<file path="src/rtl/music_note_player.sv">
// music_note_player: steps a note ROM once per beat and drives a buzzer with a
// 50% duty square wave at each note's pitch, leaving a short silent gap per beat.
module music_note_player #(
    parameter int CLK_HZ       = 12_000_000,
    parameter int BEAT_CYCLES  = 3_000_000,
    parameter int ARTIC_CYCLES = 300_000,
    parameter int SONG_LEN     = 84
) (
    input  logic       clk,
    input  logic       rst,
    input  logic       play,
    input  logic       loop,
    output logic [7:0] rom_addr,
    input  logic [4:0] rom_data,
    output logic [4:0] note,
    output logic       beeper,
    output logic       busy,
    output logic       done
);
    localparam int BW = BEAT_CYCLES > 1 ? $clog2(BEAT_CYCLES) : 1;
    localparam logic [BW-1:0] BEAT_LAST = BW'(BEAT_CYCLES - 1);
    localparam logic [BW-1:0] GAP_START = BW'(BEAT_CYCLES - ARTIC_CYCLES);
    localparam logic [7:0] ADDR_LAST = 8'(SONG_LEN - 1);

    // Half-period in clocks for a note code; 0 marks a rest.
    function automatic logic [15:0] hp_calc(input int c);
        longint fc;
        if (c < 1 || c > 21) begin
            hp_calc = 16'd0;
        end else begin
            case ((c - 1) % 7)
                0:       fc = 26163;
                1:       fc = 29366;
                2:       fc = 32963;
                3:       fc = 34923;
                4:       fc = 39200;
                5:       fc = 44000;
                default: fc = 49388;
            endcase
            fc = fc << ((c - 1) / 7);
            hp_calc = 16'((longint'(CLK_HZ) * 50 + fc / 2) / fc);
        end
    endfunction

    logic [15:0] hp_tab [32];
    for (genvar i = 0; i < 32; i++) begin : g_hp
        assign hp_tab[i] = hp_calc(i);
    end

    typedef enum logic [1:0] {IDLE, FETCH, PLAY, DONE} state_t;
    state_t state, state_nx;
    logic [BW-1:0] beat_cnt;
    logic [15:0] tone_cnt, hp;
    logic tone_q, last_beat, gap;

    assign last_beat = beat_cnt == BEAT_LAST;
    assign gap = beat_cnt >= GAP_START;

    always_comb begin
        state_nx = state;
        busy = state == FETCH || state == PLAY;
        done = state == DONE;
        if (!play)
            state_nx = IDLE;
        else
            case (state)
                IDLE:    state_nx = FETCH;
                FETCH:   state_nx = PLAY;
                PLAY:    state_nx = !last_beat ? PLAY : (rom_addr != ADDR_LAST || loop) ? FETCH : DONE;
                default: state_nx = IDLE;
            endcase
    end

    always_ff @(posedge clk or posedge rst) begin
        if (rst) begin
            state    <= IDLE;
            rom_addr <= '0;
            note     <= '0;
            beeper   <= 1'b0;
            beat_cnt <= '0;
            tone_cnt <= '0;
            hp       <= '0;
            tone_q   <= 1'b0;
        end else begin
            state  <= state_nx;
            beeper <= play && tone_q && !gap && state == PLAY;
            if (state_nx == IDLE) begin
                rom_addr <= '0;
                note     <= '0;
                beat_cnt <= '0;
                tone_cnt <= '0;
                hp       <= '0;
                tone_q   <= 1'b0;
            end else if (state == FETCH) begin
                note     <= rom_data;
                hp       <= hp_tab[rom_data];
                beat_cnt <= '0;
                tone_cnt <= '0;
                tone_q   <= 1'b0;
            end else if (state == PLAY) begin
                beat_cnt <= last_beat ? '0 : beat_cnt + 1'b1;
                if (state_nx == FETCH)
                    rom_addr <= rom_addr == ADDR_LAST ? 8'd0 : rom_addr + 8'd1;
                // Rests keep the tone generator parked so the next note starts in phase.
                if (hp == 16'd0) begin
                    tone_cnt <= '0;
                    tone_q   <= 1'b0;
                end else if (tone_cnt == hp - 16'd1) begin
                    tone_cnt <= '0;
                    tone_q   <= ~tone_q;
                end else begin
                    tone_cnt <= tone_cnt + 16'd1;
                end
            end
        end
    end
endmodule
</file>
<file path="config.mk">
export PLATFORM = sky130hd
export DESIGN_NAME = music_note_player
export DESIGN_NICKNAME = d
export VERILOG_FILES = /design/src/rtl/music_note_player.sv
export SDC_FILE = /design/constraint.sdc
export NUM_CORES = 1
export LEC_CHECK = 0
export CORE_UTILIZATION = 35
export DETAILED_ROUTE_END_ITERATION = 10
export GPL_TIMING_DRIVEN = 0
export HOLD_SLACK_MARGIN = 0.08
export PLACE_DENSITY = 0.55
export SYNTH_ARGS = -nofsm -noshare
export SYNTH_HDL_FRONTEND = slang
export SYNTH_SLANG_ARGS = --single-unit
</file>
<file path="constraint.sdc">
create_clock -name clk -period 3.3 [get_ports clk]
set_input_delay 0.66 -clock clk [delete_from_list [all_inputs] [get_ports clk]]
set_output_delay 0.66 -clock clk [all_outputs]
set_load 0.01 [all_outputs]
</file>
== Word-level counts from Yosys, hierarchy flattened ==
Memory sizes are Yosys's and may differ from the RTL's.
Index checks and enable logic that the tools add are counted.
Widths: inputs -> output; s select.

* Latch bits: 0
* Output and inout bits: 16
* Memories: 1
* Flip-flop bits (word level): 71
* Bits in read-only memories: 512
* Memory bits (writable): 0

{| class="wikitable"
|+ Memories
! name !! depth !! bits a word !! read ports !! clocked after Yosys merged registers in !! write ports !! line !! text
|-
| (no name shown) || 32 || 16 || 1 || 0 || 0 || 96 || <nowiki>hp <= hp_tab[rom_data];</nowiki>
|}

* Div/mod/pow operators: 0
* Equal/unequal tests: 9
* Reductions and logical operators: 16
* Bitwise gates (word level): 2
* Add/subtract/negate cells: 4
* Magnitude comparators: 2
* Multipliers: 0
* Shift operators: 0
* Multiplexer cells: 29

{| class="wikitable"
|+ Operators with widths
! operator !! number
|-
| $mux 16 || 9
|-
| $mux 22 || 4
|-
| $mux 8 || 5
|-
| $add 22x1->22 const B || 1
|-
| $eq 22x22->1 const B || 1
|-
| $ge 22x22->1 const B || 1
|-
| $add 16x1->16 const B || 1
|-
| $eq 16x16->1 || 1
|-
| $logic_not 16->1 || 1
|-
| $sub 16x1->16 const B || 1
|-
| $mux 5 || 2
|-
| $add 8x1->8 const B || 1
|-
| $eq 8x7->1 const B || 1
|-
| $ne 8x7->1 const B || 1
|-
| $ge 6x6->1 const B || 1
|-
| $mux 2 || 3
|-
| $not 5->6 || 1
|-
| $pmux 2 s3 || 1
|-
| $reduce_bool 2->1 || 3
|-
| $mux 1 || 5
|-
| $eq 2x1->1 const B || 2
|-
| $eq 2x2->1 const B || 2
|-
| $logic_not 2->1 || 2
|-
| $reduce_bool 4->1 || 1
|-
| other kinds (8) || 11
|}

== Logic depth before layout (Yosys ltp) ==
Gate-level depths: netlist of run 1.

* Depth in word-level cells: 11
* Gate-level depth with buffers: 12

== Least setup slack after synthesis of run 1 ==
OpenSTA, ideal clock, no wires.

* Path type: register to register
* Start point: register hp[0]
* End point: register tone_cnt[4]
* Path buffers: 1
* Path slack: 0.371 ns
* Clock period less this slack: 2.929 ns
* Arrival: 2.849 ns
* Required time: 3.220 ns
* Cell stages (with the launch flop): 12
* Setup time: 0.080 ns
* Cell sequence: dfrtp_1 > inv_1 > ha_1 > or4b_4 > nor4b_4 > mux2_2 > mux2i_1 > o21ai_1 > and4_4 > buf_6 > or4_4 > o211ai_2

* Longest elaborated chain between the ends: 7

{| class="wikitable"
|+ RTL lines
! what !! line !! text
|-
| start: declaration || 53 || <nowiki>logic [15:0] tone_cnt, hp;</nowiki>
|-
| start signal: assignment || 96 ||
|-
| $sub 16x1->16 || 108 || <nowiki>end else if (tone_cnt == hp - 16'd1) begin</nowiki>
|-
| $eq 16x16->1 || 108 ||
|-
| $mux 16 || 108 ||
|-
| $mux 16 (*) || 105 || <nowiki>if (hp == 16'd0) begin</nowiki>
|-
| $mux 16 (*) || 100 || <nowiki>end else if (state == PLAY) begin</nowiki>
|-
| $mux 16 (*) || 94 || <nowiki>end else if (state == FETCH) begin</nowiki>
|-
| $mux 16 (*) || 87 || <nowiki>if (state_nx == IDLE) begin</nowiki>
|-
| end signal: assignment || 112 || <nowiki>tone_cnt <= tone_cnt + 16'd1;</nowiki>
|-
| end: declaration || 53 ||
|}

Every way passes the cells marked *; elsewhere a longest branch is shown, timed or not. The select of a mux whose other input is x is not followed.
A chain may end at the register's enable or synchronous reset.

== Worst setup path after layout of run 1 ==
Same ends and word-level chain as after synthesis.

==> results of run 1 <==
[through the flow]
step / hold slack [ns] / util [%]
5_1_grt: 0.542 / 41.8
6_report: 0.515 / 41.8
3_3_place_gp: 0.498 / 39.3
3_5_place_dp: 0.504 / 39.4
4_1_cts: 0.511 / 41.8
2_1_floorplan: 0.460 / -
[worst paths after layout]
check	from	endpoint	cells after the start	slack, ns
max in group asynchronous	rst	tone_cnt[2]	2	1.87
worst min-delay path	rom_addr[7]	rom_addr[7]	1	0.51
worst max register to register	hp[0]	tone_cnt[4]	11	0.19
min in group asynchronous	rst	note[2]	2	0.83
worst max-delay path	hp[0]	tone_cnt[4]	11	0.19
worst min register to register	rom_addr[7]	rom_addr[7]	1	0.51
[cell type report]
| cell class | instances | area, sq um |
|---|---|---|
| Fill cell | 1321 | 7740 |
| Sequential cell | 70 | 1750 |
| Buffer | 31 | 155 |
| Multi-Input combinational cell | 445 | 2820 |
| Tap cell | 176 | 220 |
| Clock inverter | 7 | 97.6 |
| Clock buffer | 9 | 225 |
| Inverter | 18 | 70.1 |
| Timing Repair Buffer | 22 | 220 |
[Yosys cell counts (10+ instances only)]
master,count
dfrtp_1,70
nand2_1,70
o21ai_0,52
nor2_1,51
a21oi_1,24
clkbuf_1,20
xor2_1,20
inv_1,18
nand3_1,16
ha_1,15
and3_1,13
nand2b_1,13
o211ai_1,13
xnor2_1,13
nor3_1,11
o31ai_1,11
nor2b_1,10
[layer usage]
| layer | track usage [%] | up-vias |
|---|---|---|
| met3 | 5.27 | 16 |
| li1 | - | 2092 |
| met2 | 27.4 | 73 |
| met1 | 25.5 | 2046 |
| met4 | 5.62 | 0 |
| met5 | 0 | - |
[critical path, delay by kind of cell, from the launching register on]
| family | cells | cell delay (ns) |
|---|---|---|
| compound gates | 2 | 0.16 |
| simple gates | 4 | 1.55 |
| mux | 2 | 0.51 |
| fa+ha+maj | 1 | 0.19 |
| flops | 1 | 0.42 |
| buf+inv | 2 | 0.21 |
[flip-flops by register name (all words and copies together) (netlist names)]
name,flops
beat_cnt,22
tone_cnt,16
rom_addr,8
hp,15
beeper,1
note,5
state,2
tone_q,1
[cells by family (layout without fill, tap and decap cells)]
group | Yosys count | after routing | share of synthesized area [%]
and+or+nand+nor | 243 | 243 | 27.3
AOI/OAI and AO/OA | 145 | 145 | 19.6
DFF | 70 | 70 | 36.6
buffers and inverters | 49 | 87 | 4.65
xor gates and xnor gates | 33 | 33 | 6.03
adders and majority gates | 15 | 15 | 3.92
muxes | 9 | 9 | 1.91
[power by group]
part	switching (uW)	internal, uW	total [uW]
Sequential	75.1	910	985
Clock	396	664	1060
Combinational	446	333	779
Total	918	1910	2820
==> summary.txt, run 1 <==
CTS
  – CTS tree: done
  – Clk slew on worst S/H paths: 0.06 ns
  – H-tree Lvls: 3
  – Number of buffers created by CTS: 9
  – Worst skew pair latency: around 0.35 ns
  – Post-CTS setup buffers: 0
  – Root Buffer: clkbuf_16
  – Clock Path Buffers: 2
  – # hold bufs at CTS: 0
  – Post-CTS Resized: 0
  – Clock sinks: 70

Setup path
  – Cells along the critical path: inv_1 -> ha_1 -> or4b_4 -> nor4b_4 -> mux2_2 -> mux2i_1 -> o21ai_1 -> and4_4 -> buf_6 -> or4_4 -> o211ai_2
  – CP arrival: 3.38 ns
  – CP peak stage delay: 0.53 ns
  – Worst Path Max Fanout: 10
  – Critical Path Sink Type: flip-flop
  – Kind of critical path: flip-flop to flip-flop
  – Crit path launch type: flip-flop
  – Critical Path RT: 3.56 ns
  – Slowest-stage cell, CP: or4b_4

Hold path
  – HP Class: flip-flop to flip-flop

Global routing
  – Vias in the first global route: 4039
  – First-pass GRT wire length: 20.8 mm
  – Total global routing overflow: 0
  – GRT Util Overall: 18.4%
  – Pin count of the biggest net entering global routing: 71
  – Antenna violations before repair: 0

Yosys
  – Post-synth ARST share: 100%
  – Yosys Warn Count: 0
  – Synth Instances: 564
  – Top FF cell, synth: dfrtp_1
  – Register area share after synthesis: 36.6%
  – Mapped Nets: 588
  – Post-synth EDFFs: 0
  – Count of state elements after synthesis: 70
  – Fraction of synthesized cell area taken by the top area cell type: 36.6%
  – Netlist cell types: slightly below 80
  – Largest area contributor in the netlist: dfrtp_1
  – Synthesized area: 0.00479 sq mm
  – Mean Syn Cell Area: 8.49 sq um
  – Area contributors post-synth: dfrtp_1, nand2_1, o21ai_0, nor2_1, ha_1

Routing
  – Detail Route met3 WL: 464 microns
  – DR WL/cell: 15.5 microns
  – Wl on met1: 6.00 mm
  – Starting DRT DRC Count: 278
  – DRT Pass-1 Iters: 5
  – Via/cell ratio: ~5.4
  – # DRC: 0
  – WL met2: between 5 and 6 mm
  – Post-DRT Antenna Nets: 0
  – Routed WL: 12.0 mm
  – Top sig layer: met4
  – Via count: 4227

Placement
  – GP Congestion: 0.877
  – Buffers on Ports: 22
  – Post-DP Area: 0.00523 sq mm
  – Placed insts: 762
  – Pre-CTS WS: -0.0870 ns
  – Hpwl dp: ~8.8 mm

Power
  – PwrDens: 508 mW/mm^2
  – Total Power: 2820 uW
  – Maximum VDD drop: 0.310 mV
  – P_leak: 0.00229 uW

Die
  – Top Ports: 25
  – Core Rows: 42
  – Die width: 119 microns
  – Initial Util: a little over a third
  – Core Region: about 0.013 sq mm
  – Chip Height: ~120 microns
  – Die area: 0.0142 sq mm

Run
  – Max cap viols: 0

Timing
  – Final WS setup: 0.187 ns
  – Final hold vios: 0
  – Setup TNS: 0 ns
  – RSZ-0062 raised after global routing: no
  – Slew Limit Headroom: 41.5%
  – Final Max Tran Viols: 0
  – Worst-Margin Slew: 0.877 ns
  – Final clock skew: 0.00988 ns
  – Min Clock Period, post-route: 3.11 ns
  – Final Setup Violations: 0
  – Final worst path period share: 94.3%
  – FMAX: 0.321 GHz

Cells and area
  – Area growth syn-to-layout: 16.0%
  – Non-filler instance count after layout: 778
  – Layout cells sized above 1: 8.47%
  – Commonest non-fill, non-tap cells in the layout: nand2_1, dfrtp_1, o21ai_0
  – N_diodes: 0
  – Nets: 621
  – Final instance area: 0.00556 sq mm

Outcome
  – Outcome: complete, no violations
Power figures use the tool's default switching activity.
==> run 2: changes to the inputs <==
- HOLD_SLACK_MARGIN: 0.08 -> 0.15
==> results of run 2 <==
No change in the layout: final DEF, timing and power equal those of run 1.
==> run 3: changes to the inputs <==
--- a/constraint.sdc
+++ b/constraint.sdc
@@ -3,2 +3,2 @@
 set_output_delay 0.66 -clock clk [all_outputs]
-set_load 0.01 [all_outputs]
+set_load 0.05 [all_outputs]
==> results of run 3 <==
The final DEF is identical to that of run 1. Status: complete, no violations.
Main changes from that run: total power 2820 uW -> 2900 uW; worst IR drop on VDD 0.310 mV -> 0.381 mV
